**src/rtl/collision_scanner_if.sv**
```systemverilog
// Handshake and result bundle between the game FSM and collision_scanner.
// The master drives the scan request and positions; the slave returns busy/done and the results.
interface collision_scanner_if #(
    parameter int N_ENEMY = 4
);
    logic                   start;
    logic [19:0]            position;
    logic [20*N_ENEMY-1:0]  e_pos;
    logic [N_ENEMY-1:0]     e_valid;
    logic                   busy;
    logic                   done;
    logic [N_ENEMY-1:0]     hit_mask;
    logic                   hit_any;
    logic [3:0]             hit_idx;
    logic [47:0]            tile_nbr;
    logic                   cooldown;

    modport master (
        output start, position, e_pos, e_valid,
        input  busy, done, hit_mask, hit_any, hit_idx, tile_nbr, cooldown
    );

    modport slave (
        input  start, position, e_pos, e_valid,
        output busy, done, hit_mask, hit_any, hit_idx, tile_nbr, cooldown
    );
endinterface

```
**src/rtl/collision_scanner.sv**
```systemverilog
// Serial player-vs-enemy box-overlap scanner (one enemy per clock) with neighbour-tile lookup.
// Optional hit cooldown enabled by defining COLLIDE_COOLDOWN_EN.
module collision_scanner_tile #(
    parameter int ORIGIN  = 0,
    parameter int OFFSET  = 0,
    parameter int TILE_SH = 5
) (
    input  logic [9:0] p,
    output logic [5:0] t
);
    // 12-bit two's complement keeps the sign of (p - ORIGIN + OFFSET) for clamping.
    logic [11:0] d;
    assign d = {2'b00, p} - 12'(ORIGIN) + 12'(OFFSET);
    assign t = d[11] ? 6'd0 : 6'(d >> TILE_SH);
endmodule

module collision_scanner #(
    parameter int N_ENEMY  = 4,
    parameter int SPRITE   = 16,
    parameter int TILE_SH  = 5,
    parameter int ORIGIN_X = 144,
    parameter int ORIGIN_Y = 31,
    parameter int COOLDOWN = 30
) (
    input  logic               clk,
    input  logic               rst,
    collision_scanner_if.slave bus
);
    localparam int IW    = (N_ENEMY > 1) ? $clog2(N_ENEMY) : 1;
    localparam int CNT_W = (COOLDOWN > 1) ? $clog2(COOLDOWN + 1) : 1;

    localparam logic [1:0] S_IDLE = 2'd0;
    localparam logic [1:0] S_SCAN = 2'd1;
    localparam logic [1:0] S_DONE = 2'd2;

    logic [1:0]             state;
    logic [IW-1:0]          idx;
    logic                   last;
    logic [N_ENEMY-1:0]     raw, raw_next, rep_mask;
    logic [19:0]            pos_q;
    logic [20*N_ENEMY-1:0]  epos_q;
    logic [N_ENEMY-1:0]     evld_q;
    logic                   done_r, any_r;
    logic [N_ENEMY-1:0]     mask_r;
    logic [3:0]             idx_r, first;
    logic [47:0]            tile_r, tile_c;
    logic                   suppress;

    // Current enemy against the latched player, edge-inclusive in 11 bits so no wrap.
    logic [19:0] ep;
    logic [10:0] px, py, ex, ey;
    logic        hit_now;
    assign ep = epos_q[20*idx +: 20];
    assign px = {1'b0, pos_q[19:10]};
    assign py = {1'b0, pos_q[9:0]};
    assign ex = {1'b0, ep[19:10]};
    assign ey = {1'b0, ep[9:0]};
    assign hit_now = evld_q[idx]
                   && (ex <= px + 11'(SPRITE)) && (px <= ex + 11'(SPRITE))
                   && (ey <= py + 11'(SPRITE)) && (py <= ey + 11'(SPRITE));

    assign last = (idx == IW'(N_ENEMY - 1));

    always_comb begin
        raw_next = raw;
        if (hit_now) raw_next[idx] = 1'b1;
    end

    assign rep_mask = suppress ? '0 : raw_next;

    always_comb begin
        first = 4'd0;
        for (int k = N_ENEMY - 1; k >= 0; k--)
            if (rep_mask[k]) first = 4'(k);
    end

    // Neighbour tiles in output order up_x,up_y,rt_x,rt_y,dn_x,dn_y,lf_x,lf_y (even = x axis).
    function automatic int tile_off(input int j);
        case (j)
            1, 6:    return -1;
            2, 5:    return SPRITE + 1;
            default: return 0;
        endcase
    endfunction

    for (genvar j = 0; j < 8; j++) begin : g_tile
        collision_scanner_tile #(
            .ORIGIN  ((j % 2 == 0) ? ORIGIN_X : ORIGIN_Y),
            .OFFSET  (tile_off(j)),
            .TILE_SH (TILE_SH)
        ) u_tile (
            .p ((j % 2 == 0) ? pos_q[19:10] : pos_q[9:0]),
            .t (tile_c[47-6*j -: 6])
        );
    end

    always_ff @(posedge clk) begin
        if (rst) begin
            state  <= S_IDLE;
            idx    <= '0;
            raw    <= '0;
            pos_q  <= '0;
            epos_q <= '0;
            evld_q <= '0;
            done_r <= 1'b0;
            mask_r <= '0;
            any_r  <= 1'b0;
            idx_r  <= 4'd0;
            tile_r <= '0;
        end else begin
            done_r <= 1'b0;
            case (state)
                S_IDLE: if (bus.start) begin
                    pos_q  <= bus.position;
                    epos_q <= bus.e_pos;
                    evld_q <= bus.e_valid;
                    idx    <= '0;
                    raw    <= '0;
                    state  <= S_SCAN;
                end
                S_SCAN: begin
                    raw <= raw_next;
                    // Results land together with done in the DONE cycle.
                    if (last) begin
                        state  <= S_DONE;
                        done_r <= 1'b1;
                        mask_r <= rep_mask;
                        any_r  <= |rep_mask;
                        idx_r  <= first;
                        tile_r <= tile_c;
                    end else begin
                        idx <= idx + 1'b1;
                    end
                end
                S_DONE:  state <= S_IDLE;
                default: state <= S_IDLE;
            endcase
        end
    end

`ifdef COLLIDE_COOLDOWN_EN
    logic [CNT_W-1:0] cd_cnt;
    assign suppress     = (cd_cnt != '0);
    assign bus.cooldown = suppress;

    always_ff @(posedge clk) begin
        if (rst)
            cd_cnt <= '0;
        else if (state == S_SCAN && last) begin
            if (suppress)       cd_cnt <= cd_cnt - 1'b1;
            else if (|raw_next) cd_cnt <= CNT_W'(COOLDOWN);
        end
    end
`else
    logic [CNT_W-1:0] unused_cooldown;
    assign unused_cooldown = CNT_W'(COOLDOWN);
    assign suppress        = 1'b0;
    assign bus.cooldown    = 1'b0;
`endif

    assign bus.busy     = (state != S_IDLE);
    assign bus.done     = done_r;
    assign bus.hit_mask = mask_r;
    assign bus.hit_any  = any_r;
    assign bus.hit_idx  = idx_r;
    assign bus.tile_nbr = tile_r;
endmodule

```
**src/flat_wrapper.sv**
```systemverilog
// flat-port wrapper written by rule: the top's interface ports become plain ports
module collision_scanner_flat 
#(
    parameter int N_ENEMY  = 4,
    parameter int SPRITE   = 16,
    parameter int TILE_SH  = 5,
    parameter int ORIGIN_X = 144,
    parameter int ORIGIN_Y = 31,
    parameter int COOLDOWN = 30
)
  (clk, rst, bus_start, bus_position, bus_e_pos, bus_e_valid, bus_busy, bus_done, bus_hit_mask, bus_hit_any, bus_hit_idx, bus_tile_nbr, bus_cooldown);
  collision_scanner_if #(.N_ENEMY(N_ENEMY)) bus_i ();
  input  logic clk;
  input  logic rst;
  input wire logic [$bits(bus_i.start)-1:0] bus_start;
  input wire logic [$bits(bus_i.position)-1:0] bus_position;
  input wire logic [$bits(bus_i.e_pos)-1:0] bus_e_pos;
  input wire logic [$bits(bus_i.e_valid)-1:0] bus_e_valid;
  output wire logic [$bits(bus_i.busy)-1:0] bus_busy;
  output wire logic [$bits(bus_i.done)-1:0] bus_done;
  output wire logic [$bits(bus_i.hit_mask)-1:0] bus_hit_mask;
  output wire logic [$bits(bus_i.hit_any)-1:0] bus_hit_any;
  output wire logic [$bits(bus_i.hit_idx)-1:0] bus_hit_idx;
  output wire logic [$bits(bus_i.tile_nbr)-1:0] bus_tile_nbr;
  output wire logic [$bits(bus_i.cooldown)-1:0] bus_cooldown;
  assign bus_i.start = bus_start;
  assign bus_i.position = bus_position;
  assign bus_i.e_pos = bus_e_pos;
  assign bus_i.e_valid = bus_e_valid;
  assign bus_busy = bus_i.busy;
  assign bus_done = bus_i.done;
  assign bus_hit_mask = bus_i.hit_mask;
  assign bus_hit_any = bus_i.hit_any;
  assign bus_hit_idx = bus_i.hit_idx;
  assign bus_tile_nbr = bus_i.tile_nbr;
  assign bus_cooldown = bus_i.cooldown;
  collision_scanner #(.N_ENEMY(N_ENEMY), .SPRITE(SPRITE), .TILE_SH(TILE_SH), .ORIGIN_X(ORIGIN_X), .ORIGIN_Y(ORIGIN_Y), .COOLDOWN(COOLDOWN)) u_core (.clk(clk), .rst(rst), .bus(bus_i));
endmodule
```
**config.mk**
```make
export PLATFORM = sky130hd
export DESIGN_NAME = collision_scanner_flat
export DESIGN_NICKNAME = d
export VERILOG_FILES = /design/src/rtl/collision_scanner_if.sv /design/src/rtl/collision_scanner.sv /design/src/flat_wrapper.sv
export SDC_FILE = /design/constraint.sdc
export NUM_CORES = 1
export LEC_CHECK = 0
export CAP_MARGIN = 20
export CORE_MARGIN = 5
export CORE_UTILIZATION = 45
export CTS_BUF_LIST = sky130_fd_sc_hd__clkbuf_8
export CTS_CLUSTER_DIAMETER = 150
export DETAILED_ROUTE_END_ITERATION = 7
export DONT_BUFFER_PORTS = 1
export GPL_TIMING_DRIVEN = 1
export HOLD_SLACK_MARGIN = 0.05
export SLEW_MARGIN = 20
export SYNTH_ARGS = -nofsm -noshare
export SYNTH_HDL_FRONTEND = slang
export SYNTH_SLANG_ARGS = --single-unit
export TNS_END_PERCENT = 5
```
**constraint.sdc**
```tcl
create_clock -name clk -period 4.34 [get_ports clk]
set_input_delay 0.868 -clock clk [delete_from_list [all_inputs] [get_ports clk]]
set_output_delay 0.868 -clock clk [all_outputs]
set_load 0.1 [all_outputs]
```
# Word-level counts from Yosys, hierarchy flattened
# Cells that the tools add are included.
# word_totals
output_inout_bits	60
input_bits	107
wordCells	76
regBits	170
# op_classes
reduce_logical	15
mul	1
addsub	11
shift	1
n_mux	24
bitwise	2
eq_ne	5
order_cmp	6
# op_table
op	count
variable part select 80 x 8 -> 20 bit	1
adder 10 x 5 -> 11 bit, second input constant	4
<= comparator 10 x 11 -> 1 bit	4
2-to-1 mux 6 bit	6
adder 12 bit, second input constant	2
adder 12 x 5 -> 12 bit, second input constant	2
2-to-1 mux 2 bit	8
subtractor 10 x 5 -> 11 bit, second input constant	1
subtractor 10 x 8 -> 11 bit, second input constant	1
2-to-1 mux 4 bit	2
case mux 2 bit (2 select lines)	2
case mux 4 bit (2 select lines)	1
AND reduction 2 bit	4
logical AND 1 bit	5
multiplier 3 x 2 -> 5 bit, first input constant	1
!= test 2 bit, second input constant	2
bitwise OR 4 bit	1
nonzero test 2 bit	2
OR reduction 4 bit	1
less-than comparator 2 x 3 -> 1 bit, second input constant	1
2-to-1 mux 1 bit	3
AND reduction 3 bit	1
adder 2 x 1 -> 2 bit, second input constant	1
binary-select mux 1 bit (select 2 bit)	1
8 further kinds	8

# Logic depth before layout (Yosys ltp)
# logic_depth
word_depth	12
mapped_depth	14

# Cells and area by module
# Synthesis repeated with hierarchy kept, for this count alone.
# unflattened
hier_cells	1230
hier_area_um2	9785.6
# modules_own_cells
mod	instances	seq_area_each_um2	area_per_inst_um2	cells_per_inst
collision_scanner	1	3363.2	7718.7	939
collision_scanner_tile at u_core.g_tile[5].u_tile	1	0.0	451.7	64
collision_scanner_tile at u_core.g_tile[1].u_tile	1	0.0	429.2	63
collision_scanner_tile at u_core.g_tile[6].u_tile	1	0.0	324.1	43
collision_scanner_tile at u_core.g_tile[0].u_tile ...	2	0.0	158.9	21
collision_scanner_tile at u_core.g_tile[3].u_tile ...	2	0.0	136.4	21
collision_scanner_tile at u_core.g_tile[2].u_tile	1	0.0	271.5	37

# Worst setup path after synthesis
# OpenSTA, ideal clock, no wires.
# synth_path
path_type	register to register
start	register u_core.idx[0]
end	register u_core.idx_r[1] (netlist: u_core.bus.hit_idx[1])
setup_slack_ns	0.762
synth_period_minus_slack_ns	3.578
t_arrival_ns	3.459
path_buffers	3
path_stages_with_launch	13
t_required_ns	4.221
path_cell_list	dfxtp_1 buf_6 buf_6 buf_1 mux4_2 ha_1 a21oi_1 a211oi_1 a211oi_1 o31a_2 and4_4 a211o_2 a32o_1
# synth_between
elab_chain_cells	12
word_cells_on_any_way	27
classes_between	add/sub (2); mul (1); order compare (6); eq/ne (1); shift (1); mux (9); bitwise (1); reduce/logical (6)
# synth_lines
element	line_no	text
start, declared	collision_scanner.sv:37	logic [IW-1:0] idx;
start signal, assigned	collision_scanner.sv:132	idx <= idx + 1'b1;
multiplier 3 x 2 -> 5 bit	collision_scanner.sv:53	assign ep = epos_q[20*idx +: 20];
variable part select 80 x 8 -> 20 bit	collision_scanner.sv:53	
adder 10 x 5 -> 11 bit / <= comparator 10 x 11 -> 1 bit (equally long branches)	collision_scanner.sv:59	&& (ex <= px + 11'(SPRITE)) && (px <= ex + 11'(SPRITE))
<= comparator 10 x 11 -> 1 bit / logical AND 1 bit (equally long branches)	collision_scanner.sv:59	
logical AND 1 bit	collision_scanner.sv:59	
logical AND 1 bit (2 in series)	collision_scanner.sv:60	&& (ey <= py + 11'(SPRITE)) && (py <= ey + 11'(SPRITE));
2-to-1 mux 4 bit	collision_scanner.sv:66	if (hit_now) raw_next[idx] = 1'b1;
2-to-1 mux 2 bit (4 in series)	collision_scanner.sv:74	if (rep_mask[k]) first = 4'(k);
end signal, assigned	collision_scanner.sv:129	idx_r <= first;
end, declared	collision_scanner.sv:45	logic [3:0] idx_r, first;
# Parallel ways exist; a longest one is shown, timed or not. The select of a mux whose other input is x is not followed.
# A chain may end at the register's enable or synchronous reset.

# Final worst setup path
# layout_path
start	register u_core.idx[1]
end	register u_core.idx_r[1] (netlist: u_core.bus.hit_idx[1])
# Same word-level chain as after synthesis.

==> results.tsv <==
metric	value	unit
rows	49	
max_slew.worst_pin.slew	1052	ps
finalNetCount	1083	
yosys_warnings	0	
fp.dieH	143.7	um
r2r_cells	12	
grt_pass1_vias	5953	
cts_tree	yes	
vdd_drop_max	0.1845	mV
rsz0062_at_grt	false	
place_hpwl	13.73	mm
ys_ff_latch	154	
post_cts_buffers	0	
cpLargestDelayFamily	flip-flops	
synth_top_area_cell	dfxtp_1	
clock-sinks	154	
drt-initial-drc-count	344	
r2r-end	u_core.bus.hit_idx[1]	
start_kind	flop	
ys.flop_type	dfxtp_1	
layout_min_cycle_time	3625	ps
path_buf_inv	0	
ys_types	62	
min_path_cells	2	
hold_violations	0	
crit_path_end	u_core.bus.hit_idx[1]	
start_util	45.26	%
die_w	143.7	um
dieArea	0.02066	mm2
clk_path_buf_depth	2	
max_freq	0.2758	GHz
worst_setup_path_end_kind	flop	
maxSlewViolCount	0	
syn_area_per_cell	8.287	um2
synth_edf_count	0	
ctsHoldBuffers	0	
skew	9.841	ps
ys_top_cells_by_area	dfxtp_1 38%, nand2_1 11%, a21oi_1 8.6%	
ys_async_sr_fraction	0	%
htree_levels	4	
core_area	0.01778	mm2
drc_errors	0	
place_congestion	0.8476	
setup_slack	714.5	ps
yosysTopAreaCellShare	38.31	%
cts.root.buffer_cell	clkbuf_8	
grt_pass1_wl	30.75	mm
cp_max_fo	21	
critPathKind	flop to flop	
setup_violations	0	
r2r_start	u_core.idx[1]	
tns	0	ps
syn_to_final_growth	5.038	%
crit_start	u_core.idx[1]	
crit_arrival	3970	ps
firstDrtPassIters	5	
status	complete, no violations	
required	4680	ps
regToRegSetupSlack	710	ps
cp_slowest_cell	dfxtp_1	
min_path_type	flop to flop	
antenna_cells	0	
ys_seq_area_share	38.31	%
synth_area	0.008046	mm2
finalCritPeriodShare	83.54	%
wl	19.10	mm
maxSlewHeadroom	29.78	%
wl_per_cell	16.41	um
synth.most_common_cell	nand2_1	
crit_chain	mux4_2 -> ha_1 -> nand3_2 -> xor2_1 -> ha_1 -> and2_1 -> and4_1 -> o2bb2ai_1 -> a21o_2 -> and4_4 -> a211o_2 -> a32o_1	
cts.clk_slew.worst_paths	90	ps
critPathMostFrequentCell	ha_1	
cts_buffers	17	
synth_cells	971	
antenna_found_initial	0	
cap_violations	0	
gr-total-overflow	0	
cts_resized	0	
max_stage_delay	930	ps
p_per_area	377.7	mW/mm2
drive_above_1_share	8.021	%
viasPerCell	5.431	
synthTopCellsByCount	240 x nand2_1, 154 x dfxtp_1, 138 x a21oi_1, 53 x ha_1, 49 x nor2_1	
crit_cells	12	
n_fill_cell	1802	
vias	6322	
grt_max_degree	140	
p_leak	3.185	nW
grt.total_usage	18.59	%
clk_latency	450	ps
pre_cts_ws	717.2	ps
antenna_left	0	
ios	167	
port_buffers	0	
==> layout by cell type, fill, tap and decap left out, drive strengths merged, types with 12 or more instances in the layout <==
master	count
clkbuf	18
a22o	12
ha	53
nor3	14
xnor2	22
mux4	21
dfxtp	154
xor2	21
inv	35
a21oi	138
nand2	240
nor2	49
o21ai	15
nand3	21
==> layer usage <==
layer / track usage (%) / wire length [um] / vias up / share of wire (%)
li1: - / - / 3214 / -
met1: 27.65 / 9680 / 2923 / 51
met2: 26.58 / 7973 / 169 / 42
met3: 4.725 / 1240 / 16 / 6.5
met4: 5.302 / 210 / 0 / 1.1
met5: 0 / 0 / - / 0
==> logic make-up (layout without fill, tap and decap cells) <==
| kind of cell | Yosys count | count (layout) | synth area share [%] |
|---|---|---|---|
| AOI/OAI and AO/OA | 219 | 219 | 16.20 |
| muxes | 21 | 21 | 6.142 |
| xor gates and xnor gates | 43 | 43 | 4.774 |
| adders and majority gates | 54 | 54 | 8.366 |
| DFF | 154 | 154 | 38.31 |
| buffers and inverters | 111 | 69 | 6.406 |
| other | 1 | 7 | 0.04660 |
| and+or+nand+nor | 368 | 368 | 19.75 |
==> report_power, final <==
part	switching [mW]	internal (mW)	leakage, nW
combinational	0.314	0.197	1.72
sequential	0.0677	1.47	1.26
clock	0.555	0.586	0.202
total	0.936	2.26	3.19
==> area by class of cell <==
type / count / area, um2 / area share (%)
multi-input cells: 712 / 4489 / 53.12
flip-flops and latches: 154 / 3097 / 36.64
well taps: 229 / 286.5 / 3.390
clock buffers: 18 / 247.7 / 2.931
clock inverters: 13 / 170.2 / 2.013
inverters: 33 / 123.9 / 1.466
repair buffers: 5 / 37.54 / 0.4441
==> worst min-delay path: cells and delay by family, from the launching register on <==
family           cells  cell delay (ps)
AO/OA/AOI/OAI        1               50
flip-flops           1              320
AND/OR/NAND/NOR      1               50
==> how the worst min path moves through the flow <==
stage	startpoint	to	slack, ps
3_5_place_dp	u_core.epos_q[74]	u_core.epos_q[74]	440
4_1_cts	rst	u_core.bus.tile_nbr[26]	450
6_report	u_core.epos_q[28]	u_core.epos_q[28]	460
3_3_place_gp	u_core.epos_q[76]	u_core.epos_q[76]	440
5_1_grt	rst	u_core.bus.tile_nbr[27]	430
2_1_floorplan	u_core.epos_q[26]	u_core.epos_q[26]	430
==> flip-flops by register name (all words and copies together) (netlist names) <==
signal               flops
u_core.epos_q           80
u_core.bus.tile_nbr     34
u_core.pos_q            20
u_core.bus.hit_mask      4
u_core.evld_q            4
u_core.raw               4
u_core.bus.hit_idx       2
u_core.idx               2
u_core.state             2
u_core.bus.done          1
u_core.bus.hit_any       1
==> through the flow <==
step | hold slack (ps) | std cells | area [um2] | total power, mW | util (%)
after floorplan | 431.5 | 977 | 8069 | 1.995 | -
after global placement | 437.5 | 1133 | 8025 | 2.081 | 45.14
after detailed placement | 441.5 | 1133 | 8025 | 2.086 | 45.14
after CTS | 448.4 | 1164 | 8443 | 3.230 | 47.49
after global routing | 431.0 | 1164 | 8452 | 3.376 | 47.54
final | 456.3 | 1164 | 8452 | 3.192 | 47.54
Power figures use the tool's default switching activity.
